===== config.mk =====
export PLATFORM = sky130hd
export DESIGN_NAME = seq_logic_shift_unit_flat
export DESIGN_NICKNAME = d
export VERILOG_FILES = /design/src/rtl/seq_logic_shift_unit_pkg.sv /design/src/rtl/seq_logic_shift_unit_if.sv /design/src/rtl/seq_logic_shift_unit_shift_step.sv /design/src/rtl/seq_logic_shift_unit.sv /design/src/flat_wrapper.sv
export SDC_FILE = /design/constraint.sdc
export NUM_CORES = 1
export LEC_CHECK = 0
export ABC_AREA = 0
export BUFFER_PORTS_ARGS = -buffer_cell sky130_fd_sc_hd__buf_2
export CAP_MARGIN = 20
export CORE_AREA = 2 2 60 62
export CTS_BUF_LIST = sky130_fd_sc_hd__clkbuf_8
export CTS_CLUSTER_SIZE = 8
export DETAILED_ROUTE_END_ITERATION = 8
export DIE_AREA = 0 0 62 64
export PLACE_DENSITY_LB_ADDON = 0.25
export SETUP_SLACK_MARGIN = 0.5
export SYNTH_ARGS = -nofsm -noshare
export SYNTH_HDL_FRONTEND = slang
export SYNTH_SLANG_ARGS = --single-unit

===== constraint.sdc =====
create_clock -name clk -period 1.5 [get_ports clk]
set_input_delay 0.075 -clock clk [delete_from_list [all_inputs] [get_ports clk]]
set_output_delay 0.075 -clock clk [all_outputs]
set_load 0.02 [all_outputs]

===== src/rtl/seq_logic_shift_unit_pkg.sv =====
// Shared opcodes and FSM state encoding for seq_logic_shift_unit.
package seq_logic_shift_pkg;

    localparam int unsigned OPW = 3;

    localparam logic [OPW-1:0] OP_NOT  = 3'd0;
    localparam logic [OPW-1:0] OP_NAND = 3'd1;
    localparam logic [OPW-1:0] OP_NOR  = 3'd2;
    localparam logic [OPW-1:0] OP_SHL  = 3'd3;
    localparam logic [OPW-1:0] OP_SHR  = 3'd4;
    localparam logic [OPW-1:0] OP_ROL  = 3'd5;

    typedef enum logic [1:0] {
        IDLE  = 2'd0,
        SHIFT = 2'd1,
        DONE  = 2'd2
    } state_e;

endpackage


===== src/rtl/seq_logic_shift_unit_if.sv =====
// Operand/result handshake bundle.
//   master: operand source + result sink (drives in_valid/op/a/b/shamt/out_ready)
//   slave : the unit (drives in_ready/out_valid/result/zero/carry)
interface seq_logic_shift_unit_if #(
    parameter int unsigned WIDTH = 4
);
    import seq_logic_shift_pkg::*;

    localparam int unsigned SHW = $clog2(WIDTH);

    logic             in_valid;
    logic             in_ready;
    logic [OPW-1:0]   op;
    logic [WIDTH-1:0] a;
    logic [WIDTH-1:0] b;
    logic [SHW-1:0]   shamt;
    logic             out_valid;
    logic             out_ready;
    logic [WIDTH-1:0] result;
    logic             zero;
    logic             carry;

    modport master (
        output in_valid, op, a, b, shamt, out_ready,
        input  in_ready, out_valid, result, zero, carry
    );

    modport slave (
        input  in_valid, op, a, b, shamt, out_ready,
        output in_ready, out_valid, result, zero, carry
    );

endinterface


===== src/rtl/seq_logic_shift_unit_shift_step.sv =====
// One-position shift/rotate of a WIDTH-bit word.
//   op_i      : selects SHL / SHR / ROL; any other code passes the word through
//   word_i    : current word
//   word_o    : word after one step
//   bit_out_o : bit shifted out (SHL/SHR only, 0 for ROL)
module shift_step
    import seq_logic_shift_pkg::*;
#(
    parameter int unsigned WIDTH = 4
) (
    input  logic [OPW-1:0]   op_i,
    input  logic [WIDTH-1:0] word_i,
    output logic [WIDTH-1:0] word_o,
    output logic             bit_out_o
);

    always_comb begin
        word_o    = word_i;
        bit_out_o = 1'b0;
        case (op_i)
            OP_SHL: begin
                word_o    = {word_i[WIDTH-2:0], 1'b0};
                bit_out_o = word_i[WIDTH-1];
            end
            OP_SHR: begin
                word_o    = {1'b0, word_i[WIDTH-1:1]};
                bit_out_o = word_i[0];
            end
            OP_ROL: begin
                word_o    = {word_i[WIDTH-2:0], word_i[WIDTH-1]};
            end
            default: ;
        endcase
    end

endmodule


===== src/rtl/seq_logic_shift_unit.sv =====
// Sequential logic/shift unit: bitwise NOT/NAND/NOR in one cycle, shifts and
// rotate iterated one position per clock.
//   clk, rst_n : clock, asynchronous active-low reset
//   bus        : slave side of the operand/result handshake bundle
module seq_logic_shift_unit
    import seq_logic_shift_pkg::*;
#(
    parameter int unsigned WIDTH = 4
) (
    input  logic                  clk,
    input  logic                  rst_n,
    seq_logic_shift_unit_if.slave bus
);

    localparam int unsigned SHW = $clog2(WIDTH);

    state_e           state_q, state_d;
    logic [WIDTH-1:0] result_q, result_d;
    logic             carry_q, carry_d;
    logic [SHW-1:0]   count_q, count_d;
    logic [OPW-1:0]   op_q, op_d;
    logic             in_ready_q, in_ready_d;
    logic             out_valid_q, out_valid_d;

    logic [WIDTH-1:0] step_word;
    logic             step_bit;

    shift_step #(.WIDTH(WIDTH)) u_shift_step (
        .op_i      (op_q),
        .word_i    (result_q),
        .word_o    (step_word),
        .bit_out_o (step_bit)
    );

    // State and datapath registers
    always_ff @(posedge clk or negedge rst_n) begin
        if (!rst_n) begin
            state_q     <= IDLE;
            result_q    <= '0;
            carry_q     <= 1'b0;
            count_q     <= '0;
            op_q        <= '0;
            in_ready_q  <= 1'b1;
            out_valid_q <= 1'b0;
        end else begin
            state_q     <= state_d;
            result_q    <= result_d;
            carry_q     <= carry_d;
            count_q     <= count_d;
            op_q        <= op_d;
            in_ready_q  <= in_ready_d;
            out_valid_q <= out_valid_d;
        end
    end

    // Next-state and datapath update
    always_comb begin
        state_d  = state_q;
        result_d = result_q;
        carry_d  = carry_q;
        count_d  = count_q;
        op_d     = op_q;

        case (state_q)
            IDLE: begin
                if (bus.in_valid && in_ready_q) begin
                    op_d    = bus.op;
                    carry_d = 1'b0;
                    state_d = DONE;
                    case (bus.op)
                        OP_NOT:  result_d = ~bus.a;
                        OP_NAND: result_d = ~(bus.a & bus.b);
                        OP_NOR:  result_d = ~(bus.a | bus.b);
                        OP_SHL, OP_SHR, OP_ROL: begin
                            result_d = bus.a;
                            if (bus.shamt != '0) begin
                                count_d = bus.shamt;
                                state_d = SHIFT;
                            end
                        end
                        default: result_d = '0;
                    endcase
                end
            end
            SHIFT: begin
                result_d = step_word;
                carry_d  = step_bit;
                count_d  = count_q - SHW'(1);
                if (count_q == SHW'(1)) begin
                    state_d = DONE;
                end
            end
            DONE: begin
                if (bus.out_ready) begin
                    state_d = IDLE;
                end
            end
            default: state_d = IDLE;
        endcase
    end

    // Handshake flags follow the next state so they are registered yet aligned
    assign in_ready_d  = (state_d == IDLE);
    assign out_valid_d = (state_d == DONE);

    assign bus.in_ready  = in_ready_q;
    assign bus.out_valid = out_valid_q;
    assign bus.result    = result_q;
    assign bus.carry     = carry_q;
    // zero only meaningful while a result is being offered
    assign bus.zero      = out_valid_q && (result_q == '0);

endmodule


===== src/flat_wrapper.sv =====
// flat-port wrapper written by rule: the top's interface ports become plain ports
module seq_logic_shift_unit_flat import seq_logic_shift_pkg::*;
#(
    parameter int unsigned WIDTH = 4
)
  (clk, rst_n, bus_in_valid, bus_op, bus_a, bus_b, bus_shamt, bus_out_ready, bus_in_ready, bus_out_valid, bus_result, bus_zero, bus_carry);
  seq_logic_shift_unit_if #(.WIDTH(WIDTH)) bus_i ();
  input  logic clk;
  input  logic rst_n;
  input wire logic [$bits(bus_i.in_valid)-1:0] bus_in_valid;
  input wire logic [$bits(bus_i.op)-1:0] bus_op;
  input wire logic [$bits(bus_i.a)-1:0] bus_a;
  input wire logic [$bits(bus_i.b)-1:0] bus_b;
  input wire logic [$bits(bus_i.shamt)-1:0] bus_shamt;
  input wire logic [$bits(bus_i.out_ready)-1:0] bus_out_ready;
  output wire logic [$bits(bus_i.in_ready)-1:0] bus_in_ready;
  output wire logic [$bits(bus_i.out_valid)-1:0] bus_out_valid;
  output wire logic [$bits(bus_i.result)-1:0] bus_result;
  output wire logic [$bits(bus_i.zero)-1:0] bus_zero;
  output wire logic [$bits(bus_i.carry)-1:0] bus_carry;
  assign bus_i.in_valid = bus_in_valid;
  assign bus_i.op = bus_op;
  assign bus_i.a = bus_a;
  assign bus_i.b = bus_b;
  assign bus_i.shamt = bus_shamt;
  assign bus_i.out_ready = bus_out_ready;
  assign bus_in_ready = bus_i.in_ready;
  assign bus_out_valid = bus_i.out_valid;
  assign bus_result = bus_i.result;
  assign bus_zero = bus_i.zero;
  assign bus_carry = bus_i.carry;
  seq_logic_shift_unit #(.WIDTH(WIDTH)) u_core (.clk(clk), .rst_n(rst_n), .bus(bus_i));
endmodule

==> impl_metrics.prom <==
# TYPE chip_impl_metric gauge
chip_impl_metric{name="place.detailed.instances",unit=""} 171
chip_impl_info{name="worstSetupPathType",value="reg2reg"} 1
chip_impl_metric{name="multi_input_area",unit="um2"} 636
chip_impl_metric{name="dr_total_vias",unit=""} 930
chip_impl_metric{name="drv_slew",unit=""} 0
chip_impl_metric{name="tritoncts.num_buffers",unit=""} 3
chip_impl_metric{name="arrival",unit="ns"} 1.63
chip_impl_info{name="timing.rr.start",value="u_core.op_q[0]$_DFFE_PN0P_"} 1
chip_impl_metric{name="hpwlAfterDp",unit="um"} 1860
chip_impl_metric{name="post_synth_inst_count",unit=""} 100
chip_impl_metric{name="boundaryPins",unit=""} 25
chip_impl_metric{name="worst_skew_pair.late_latency",unit="ns"} 0.26
chip_impl_metric{name="final.setup_skew",unit="ns"} 0.00370
chip_impl_metric{name="dr.first_iter.drc_count",unit=""} 49
chip_impl_metric{name="final_number_of_hold_violating_endpoints",unit=""} 0
chip_impl_info{name="cts_tree",value="done"} 1
chip_impl_metric{name="area_delta_synth_final",unit="%"} 48.6
chip_impl_metric{name="drt-pass1-iter-count",unit=""} 4
chip_impl_metric{name="n_antenna_cell",unit=""} 0
chip_impl_metric{name="min_period_over_period",unit=""} 0.974
chip_impl_metric{name="antenna_violating_nets_post_route",unit=""} 0
chip_impl_info{name="min_from",value="bus_out_ready"} 1
chip_impl_metric{name="synth_edf_count",unit=""} 0
chip_impl_info{name="final_common_cell",value="sky130_fd_sc_hd__buf_2"} 1
chip_impl_info{name="outcome",value="finished, final reports clean"} 1
chip_impl_metric{name="setup_total_negative_slack",unit="ns"} 0
chip_impl_metric{name="total_congestion_overflow",unit=""} 0
chip_impl_metric{name="first_global_vias",unit=""} 928
chip_impl_info{name="most-common-layout-cells",value="21 x sky130_fd_sc_hd__buf_2, 11 x sky130_fd_sc_hd__buf_4, 9 x sky130_fd_sc_hd__buf_6, 9 x sky130_fd_sc_hd__dfrtp_1, 7 x sky130_fd_sc_hd__inv_1"} 1
chip_impl_metric{name="syn-mean-instance-area",unit="um2"} 9.67
chip_impl_metric{name="timing.slew.headroom",unit=""} 0.770
chip_impl_metric{name="power_leakage",unit="nW"} 0.644
chip_impl_metric{name="avgRoutedWirePerCell",unit="um"} 14.4
chip_impl_metric{name="chipHeight",unit="um"} 64
chip_impl_metric{name="detail_route.drc_violations",unit=""} 0
chip_impl_metric{name="asyncSetResetFlopFracSynth",unit=""} 1.00
chip_impl_metric{name="core_footprint",unit="um2"} 3280
chip_impl_metric{name="fillerInstances",unit=""} 328
chip_impl_metric{name="max_cap_viol_count",unit=""} 0
chip_impl_metric{name="syn_area",unit="um2"} 967
chip_impl_metric{name="synth_fp_nets",unit=""} 118
chip_impl_metric{name="final.min_clock_period",unit="ns"} 1.46
chip_impl_metric{name="max_freq",unit="GHz"} 0.684
chip_impl_metric{name="dieArea",unit="um2"} 3970
chip_impl_info{name="rsz0062_at_grt",value="true"} 1
chip_impl_metric{name="proportion_of_layout_cells_with_a_drive_suffix_above_1",unit=""} 0.560
chip_impl_metric{name="fin_nets",unit=""} 160
chip_impl_metric{name="numPortBuffers",unit=""} 24
chip_impl_metric{name="detail_route.wirelength",unit="um"} 2690
chip_impl_metric{name="count_of_h_tree_levels_built_during_cts",unit=""} 1
chip_impl_metric{name="synth_seq_cells",unit=""} 14
chip_impl_metric{name="grt_pass1_wl",unit="um"} 4250
chip_impl_metric{name="sequential_cell_area",unit="um2"} 357
chip_impl_metric{name="route.detailed.vias_per_inst",unit=""} 4.97
chip_impl_metric{name="die_x",unit="um"} 62
chip_impl_metric{name="fin_hold_ws",unit="ns"} 0.0849
chip_impl_metric{name="power.ir.vdd_worst",unit="mV"} 0.477
chip_impl_info{name="cp-startpoint",value="u_core.op_q[0]$_DFFE_PN0P_"} 1
chip_impl_info{name="worstSetupStartpointType",value="register"} 1
chip_impl_metric{name="ys_types",unit=""} 41
chip_impl_metric{name="powerDensity",unit="nW/um2"} 1990
chip_impl_metric{name="ys_warn_count",unit=""} 0
chip_impl_metric{name="num_rows",unit=""} 21
chip_impl_metric{name="initial_antenna_violation_count",unit=""} 0
chip_impl_metric{name="grt_max_degree",unit=""} 18
chip_impl_metric{name="grt.total_usage",unit=""} 0.145
chip_impl_metric{name="tightest_slew",unit="ns"} 0.344
chip_impl_info{name="synth_top_flop_cell",value="sky130_fd_sc_hd__dfrtp_1"} 1
chip_impl_metric{name="cts.reportedPaths.clkPinSlew",unit="ns"} 0.06
chip_impl_metric{name="critPathRequiredTime",unit="ns"} 1.67
chip_impl_metric{name="routabilityCongestion",unit=""} 0.790
chip_impl_metric{name="clock_tree.buffer_depth",unit=""} 2
chip_impl_info{name="end_kind",value="register"} 1
chip_impl_metric{name="synth_sequential_area_ratio",unit=""} 0.364
chip_impl_metric{name="post-layout-total-power",unit="mW"} 2.86
chip_impl_metric{name="critical_path.max_fanout",unit=""} 6
chip_impl_info{name="root_buffer",value="sky130_fd_sc_hd__clkbuf_8"} 1
chip_impl_metric{name="floorplan.initialDensity",unit=""} 0.294
chip_impl_metric{name="finish.cell_count_without_fillers",unit=""} 187
chip_impl_metric{name="tritoncts_num_sinks",unit=""} 14
chip_impl_info{name="hold_path.class",value="in2reg"} 1
chip_impl_metric{name="setup_viol_count_final",unit=""} 0
[stage by stage]
stage	utilization	worst slack, ns	area [um2]
2_1_floorplan	-	0.138	988
3_3_place_gp	0.358	0.0286	1170
3_5_place_dp	0.358	0.00501	1170
4_1_cts	0.418	0.0640	1370
5_1_grt	0.438	-0.0275	1440
6_report	0.438	0.0385	1440
[area by class of cell]
cell class / count / area share
Clock buffer: 4 / 0.0383
Sequential cell: 14 / 0.248
Inverter: 9 / 0.0235
Multi-Input combinational cell: 72 / 0.442
Timing Repair Buffer: 42 / 0.208
Tap cell: 46 / 0.0400
[power by group]
part | internal (mW) | leakage (nW) | total [mW] | switching (mW)
Clock | 0.233 | 0.0288 | 0.386 | 0.152
Sequential | 0.579 | 0.167 | 0.808 | 0.229
Combinational | 0.894 | 0.449 | 1.66 | 0.770
Total | 1.71 | 0.644 | 2.86 | 1.15
[kinds of logic (layout without fill, tap and decap cells)]
kind of cell / after synthesis / after routing / synth area share
buf+inv: 14 / 55 / 0.0673
mux: 6 / 6 / 0.0686
fa+ha+maj: 1 / 1 / 0.0129
flops: 14 / 14 / 0.364
simple gates: 31 / 31 / 0.203
compound gates: 34 / 34 / 0.285
[what timing repair did]
item | in CTS | in global routing
hold buffers | 1 | 0
gates resized for setup | 26 | 7
setup endpoints to repair | 16 | 19
setup buffers | 6 | 5
pin swaps | 11 | 6
endpoints found under the hold margin | 14 | 0
[per-layer routing]
layer,global-route usage,vias to the layer above,wire [um]
met5,0,-,0
met3,0.0162,7,98
met2,0.230,24,1350
li1,-,464,-
met4,0.0904,0,83
met1,0.180,435,1170
[cell usage after synthesis (2+ instances only)]
master                     count  area, um2
sky130_fd_sc_hd__dfrtp_1      13        325
sky130_fd_sc_hd__o21ai_0       9       45.0
sky130_fd_sc_hd__inv_1         8       30.0
sky130_fd_sc_hd__mux2_2        5       56.3
sky130_fd_sc_hd__nand2b_1      5       31.3
sky130_fd_sc_hd__a21oi_1       4       20.0
sky130_fd_sc_hd__buf_2         4       20.0
sky130_fd_sc_hd__nor2_1        4       15.0
sky130_fd_sc_hd__nor3_1        4       20.0
sky130_fd_sc_hd__a22oi_1       3       22.5
sky130_fd_sc_hd__nand2_1       3       11.3
sky130_fd_sc_hd__o221ai_1      3       26.3
sky130_fd_sc_hd__a22o_1        2       17.5
sky130_fd_sc_hd__a311oi_1      2       17.5
sky130_fd_sc_hd__a32oi_1       2       17.5
sky130_fd_sc_hd__and3b_1       2       17.5
sky130_fd_sc_hd__nand3b_1      2       15.0
sky130_fd_sc_hd__nor2b_1       2       12.5
[worst max-delay path: stages (launching register included)]
cell and delay [ns]:
sky130_fd_sc_hd__dfrtp_1 0.43, sky130_fd_sc_hd__and3b_2 0.25, sky130_fd_sc_hd__o311ai_4 0.31, sky130_fd_sc_hd__buf_6 0.18
sky130_fd_sc_hd__a311oi_2 0.04, sky130_fd_sc_hd__a22oi_1 0.17
[worst paths after layout]
| check | end | slack [ns] | cells after the start |
|---|---|---|---|
| setup / recovery | u_core.bus.result[0]$_DFFE_PN0P_ | 0.04 | 5 |
| hold / removal | u_core.bus.in_ready$_DFF_PN1_ | 0.08 | 3 |
| setup reg to reg | u_core.bus.result[0]$_DFFE_PN0P_ | 0.04 | 5 |
| hold reg to reg | u_core.bus.carry$_DFFE_PN0P_ | 0.52 | 2 |
| max in group asynchronous | u_core.bus.in_ready$_DFF_PN1_ | 0.95 | 2 |
| min in group asynchronous | u_core.bus.out_valid$_DFF_PN0_ | 0.26 | 2 |
[registers in the layout, summed over array words and instances, names as in the netlist]
signal	flops
u_core.bus.result	4
u_core.op_q	3
u_core.count_q	2
u_core.state_q	2
u_core.bus.carry	1
u_core.bus.in_ready	1
u_core.bus.out_valid	1
No activity file was read; power rests on OpenSTA's default activity.
